### config.mk
export PLATFORM = sky130hd
export DESIGN_NAME = alu_arbiter
export DESIGN_NICKNAME = d
export VERILOG_FILES = /design/src/rtl/alu_arbiter.sv
export SDC_FILE = /design/constraint.sdc
export NUM_CORES = 1
export LEC_CHECK = 0
export CAP_MARGIN = 20
export CORE_ASPECT_RATIO = 1.2
export CORE_MARGIN = 5
export CORE_UTILIZATION = 43
export DETAILED_ROUTE_END_ITERATION = 12
export GPL_ROUTABILITY_DRIVEN = 0
export PLACE_DENSITY = 0.87
export SETUP_SLACK_MARGIN = 0.15
export SLEW_MARGIN = 20
export SYNTH_ARGS = -nofsm -noshare
export SYNTH_HDL_FRONTEND = slang
export SYNTH_SLANG_ARGS = --single-unit
### constraint.sdc
create_clock -name clk_i -period 3.1 [get_ports clk_i]
set_input_delay 0.465 -clock clk_i [delete_from_list [all_inputs] [get_ports clk_i]]
set_output_delay 0.465 -clock clk_i [all_outputs]
set_load 0.05 [all_outputs]
### src/rtl/alu_arbiter.sv
// Round-robin share of one 32-bit ALU between execute (port 0) and aux (port 1).
// Latency 2 cycles: handshake in C, ALU inputs in C+1, response in C+2; 1 op/cycle.
// Backpressure: rsp_ready_i low holds S2, S1 then fills and both readies drop.
module alu_arbiter #(
    parameter int TAG_W = 4
) (
    input  logic             clk_i,
    input  logic             rst_ni,
    input  logic             flush_i,
    input  logic             req0_valid_i,
    output logic             req0_ready_o,
    input  logic [31:0]      req0_op1_i,
    input  logic [31:0]      req0_op2_i,
    input  logic [2:0]       req0_aluop_i,
    input  logic [4:0]       req0_shamt_i,
    input  logic             req0_shdir_i,
    input  logic             req0_sbtr_i,
    input  logic [TAG_W-1:0] req0_tag_i,
    input  logic             req1_valid_i,
    output logic             req1_ready_o,
    input  logic [31:0]      req1_op1_i,
    input  logic [31:0]      req1_op2_i,
    input  logic [2:0]       req1_aluop_i,
    input  logic [4:0]       req1_shamt_i,
    input  logic             req1_shdir_i,
    input  logic             req1_sbtr_i,
    input  logic [TAG_W-1:0] req1_tag_i,
    output logic [31:0]      alu_op1_o,
    output logic [31:0]      alu_op2_o,
    output logic [2:0]       alu_op_o,
    output logic [4:0]       alu_shamt_o,
    output logic             alu_shdir_o,
    output logic             alu_sbtr_o,
    input  logic [31:0]      alu_res_i,
    output logic             rsp_valid_o,
    input  logic             rsp_ready_i,
    output logic             rsp_id_o,
    output logic [TAG_W-1:0] rsp_tag_o,
    output logic [31:0]      rsp_data_o,
    output logic             busy_o
);

    logic             s1_valid, s1_id, s1_shdir, s1_sbtr;
    logic [31:0]      s1_op1, s1_op2;
    logic [2:0]       s1_aluop;
    logic [4:0]       s1_shamt;
    logic [TAG_W-1:0] s1_tag;
    logic             s2_valid, s2_id;
    logic [31:0]      s2_data;
    logic [TAG_W-1:0] s2_tag;
    logic             rr_ptr;

    logic s2_free, s1_free, s1_adv, gnt0, gnt1, take, hs;

    assign s2_free = !s2_valid || rsp_ready_i;
    assign s1_free = !s1_valid || s2_free;
    assign s1_adv  = s1_valid && s2_free;

    // Grant is valid-qualified; rr_ptr only matters when both requesters contend.
    assign gnt1 = req1_valid_i && (!req0_valid_i || rr_ptr);
    assign gnt0 = req0_valid_i && !gnt1;

    // rst_ni gating keeps both readies low while reset is held.
    assign take         = s1_free && !flush_i && rst_ni;
    assign req0_ready_o = take && gnt0;
    assign req1_ready_o = take && gnt1;
    assign hs           = take && (gnt0 || gnt1);

    always_ff @(posedge clk_i or negedge rst_ni) begin
        if (!rst_ni) begin
            s1_valid <= 1'b0;
            s1_id    <= 1'b0;
            s1_op1   <= '0;
            s1_op2   <= '0;
            s1_aluop <= '0;
            s1_shamt <= '0;
            s1_shdir <= 1'b0;
            s1_sbtr  <= 1'b0;
            s1_tag   <= '0;
            rr_ptr   <= 1'b0;
        end else if (flush_i) begin
            s1_valid <= 1'b0;
        end else if (hs) begin
            s1_valid <= 1'b1;
            s1_id    <= gnt1;
            s1_op1   <= gnt1 ? req1_op1_i   : req0_op1_i;
            s1_op2   <= gnt1 ? req1_op2_i   : req0_op2_i;
            s1_aluop <= gnt1 ? req1_aluop_i : req0_aluop_i;
            s1_shamt <= gnt1 ? req1_shamt_i : req0_shamt_i;
            s1_shdir <= gnt1 ? req1_shdir_i : req0_shdir_i;
            s1_sbtr  <= gnt1 ? req1_sbtr_i  : req0_sbtr_i;
            s1_tag   <= gnt1 ? req1_tag_i   : req0_tag_i;
            rr_ptr   <= !gnt1;
        end else if (s1_adv) begin
            s1_valid <= 1'b0;
        end
    end

    always_ff @(posedge clk_i or negedge rst_ni) begin
        if (!rst_ni) begin
            s2_valid <= 1'b0;
            s2_id    <= 1'b0;
            s2_data  <= '0;
            s2_tag   <= '0;
        end else if (flush_i) begin
            s2_valid <= 1'b0;
        end else if (s1_adv) begin
            s2_valid <= 1'b1;
            s2_id    <= s1_id;
            s2_data  <= alu_res_i;
            s2_tag   <= s1_tag;
        end else if (s2_valid && rsp_ready_i) begin
            s2_valid <= 1'b0;
        end
    end

    assign alu_op1_o   = s1_op1;
    assign alu_op2_o   = s1_op2;
    assign alu_op_o    = s1_aluop;
    assign alu_shamt_o = s1_shamt;
    assign alu_shdir_o = s1_shdir;
    assign alu_sbtr_o  = s1_sbtr;

    assign rsp_valid_o = s2_valid;
    assign rsp_id_o    = s2_id;
    assign rsp_tag_o   = s2_tag;
    assign rsp_data_o  = s2_data;
    assign busy_o      = s1_valid || s2_valid;

endmodule

==> results.yml <==
grt:
  track_usage_pct: 25.59
  grt_max_degree: 157
  grt-ovfl-total: 0
  grt_pass1_wl_mm: 32.20
  antenna_found_initial: 0
  grt_pass1_vias: 6093
synthesis:
  ys_top_cells_by_area: "dfrtp_1, a31oi_1, nand3b_1"
  synth.avg_cell_area_um2: 10.40
  synth.distinct_cells: 22
  yosysWarnings: 0
  yosysTopAreaCell: "dfrtp_1"
  syn_area_um2: 5857
  synth_nets: 757
  synthCells: 563
  yosys.area.top_type_share_pct: 50.84
  ys_seq_area_share_pct: 50.84
  ys_ff_latch: 119
sta:
  rsz0062_at_grt: "false"
  fin_crit_sh_pct: 74.52
  setup_violations: 0
  skew_ns: 0.007794
  tightestPinTransition_ns: 0.8483
  maxSlewViolCount: 0
  tns_ns: 0
  slew_headroom_pct: 43.45
  finalCriticalPeriod_ns: 2.310
  hold_slack_ns: 0.2170
  hold_violations: 0
  fmaxAchievable_mhz: 432.9
route:
  drt_iter0_drc: 424
  wirelength_mm: 21.18
  wl_met1_mm: 7.624
  vias_per_cell: 6.013
  ant_nets: 0
  drc_errors: 0
  wl_per_cell_um: 20.93
  wl_met3_mm: 2.024
  wl_met2_mm: 10.77
  drt-pass1-iter-count: 5
  top_layer: "met4"
  vias: 6085
final_layout:
  finalNonFillerCells: 1012
  drive_gt1_share_pct: 11.39
  nNetsFinal: 1024
  syn2layout_area_growth_pct: 63.90
  final_area_um2: 9599
critical_path:
  cp-start-kind: "register"
  critPathKind: "register to primary output"
  reg2regPathDepth: 4
  arrival_ns: 1.85
  r2r_setup_slack_ns: 1.41
  cp_data_required_time_ns: 2.63
  path_max_fanout: 4
  r2r-start: "rsp_valid_o"
  cp-end-kind: "primary output"
  reg2reg_to: "alu_op2_o[28]"
die:
  die_w_um: 116.5
  die_y_um: 137.8
  io_pins: 309
  core_area_um2: 13300
  start_util_pct: 44.05
  die_area_um2: 16060
  row_count: 46
pwr:
  ir_drop_mv: 0.4061
  p_leak_nw: 3.579
  powerDensity_nw_per_um2: 711.7
  power.total_mw: 6.832
placed_design:
  postPlaceCellArea_um2: 8987
  dpl.hpwl_mm: 14.55
  portBuffers: 308
  place_inst: 979
clock_tree:
  cts_tree: "built"
  numCtsBuffers: 17
  cts_hold_buf: 0
  cts_max_level: 4
  cts.clk_slew.worst_paths_ns: 0.06
  clockBufferDepth: 2
  ctsResizeCount: 0
  numClockSinks: 119
  root_buffer: "clkbuf_16"
  clk-insertion-delay-late_ns: 0.40
  postCtsSetupBuffers: 0
run:
  maxCapViolCount: 0
run_status:
  status: "completed"
min_path:
  hp-class: "input port to asynchronous set/reset pin"
## sequential cells by signal (all words and copies together) (netlist names), 3 cells and up
register and count:
alu_shamt_o 5, alu_op1_o 32, rsp_tag_o 4, rsp_data_o 32, alu_op2_o 32, alu_op_o 3, s1_tag 4
## final cells by class
| class | instances | area (um2) |
|---|---|---|
| clock inverters | 11 | 148.9 |
| clock buffers | 21 | 460.4 |
| well taps | 168 | 210.2 |
| flip-flops and latches | 119 | 2978 |
| inverters | 1 | 3.754 |
| multi-input cells | 370 | 2577 |
| repair buffers | 321 | 3218 |
| fillers | 924 | 3696 |
| diodes | 1 | 2.502 |
## synth_stat cells
master    instances
nor2b_1           3
nand3_1           2
nor2_1            4
nand2b_1          2
a31oi_2          10
buf_6             5
a41oi_1           1
a32o_1            1
or2_1             1
o21ai_0          79
a31oi_1         147
nand3b_1         79
buf_2             6
inv_2             1
nor2_2            1
buf_1             3
mux2_2           32
and3_1            2
dfrtp_1         119
clkbuf_1         59
mux2_1            5
or2_2             1
## how the worst max path moves through the flow
stage / startpoint / endpoint / slack, ns / depth (start not counted)
after detailed placement: flush_i / alu_op1_o[0] / 0.78 / 5
after global routing: rsp_valid_o / busy_o / 0.73 / 2
after CTS: rsp_valid_o / busy_o / 0.76 / 2
final: s1_valid / busy_o / 0.79 / 2
after floorplan: rsp_valid_o / req0_ready_o / 0.53 / 5
after global placement: flush_i / alu_op2_o[21] / 0.89 / 5
## metal layers
| layer | GRT usage (%) | vias to the layer above |
|---|---|---|
| li1 | - | 2691 |
| met1 | 30.40 | 2967 |
| met2 | 43.73 | 370 |
| met3 | 6.547 | 57 |
| met4 | 10.90 | 0 |
| met5 | 0 | - |
## cells by family after synthesis
kind of cell	Yosys count	share of synthesized area (%)
simple gates	95	11.62
buf+inv	74	5.511
mux	37	7.114
compound gates	238	24.91
flops	119	50.84
## power breakdown
part | internal [mW] | leakage [nW] | switching, mW | total (mW)
Combinational | 1.05 | 1.93 | 1.71 | 2.76
Sequential | 1.88 | 1.36 | 0.192 | 2.07
Clock | 1.31 | 0.289 | 0.698 | 2.01
Total | 4.23 | 3.58 | 2.60 | 6.83
## stage by stage
step                      setup WS (ns)  util (%)
after global routing             0.7296     72.18
after CTS                        0.7635     72.18
after global placement           0.8914     67.60
after detailed placement         0.7846     67.60
final                            0.7899     72.20
after floorplan                  0.5280         -
## worst max-delay path, stage by stage (launching register included)
cell and delay (ns):
dfrtp_1 0.40, or2_2 0.30, clkdlybuf4s50_1 0.74
## cell usage in the layout, fill, tap and decap left out
cell / n
nor2b_4: 2
nor2_4: 1
dfrtp_1: 119
or2_2: 2
clkdlybuf4s50_1: 304
bufinv_16: 3
clkbuf_1: 2
mux2_1: 5
clkinv_2: 2
nand2b_1: 2
mux2_2: 32
a31oi_2: 10
nand3b_1: 79
a32o_1: 1
and3_1: 1
a31oi_1: 147
inv_2: 1
buf_12: 4
nor2b_1: 1
nand3_1: 2
clkinv_4: 3
and3_2: 1
buf_4: 12
o21ai_0: 79
buf_2: 1
nor2_1: 4
a41oi_1: 1
clkbuf_16: 17
clkinvlp_4: 3
diode_2: 1
clkbuf_8: 2
(Power assumes the default switching activity.)
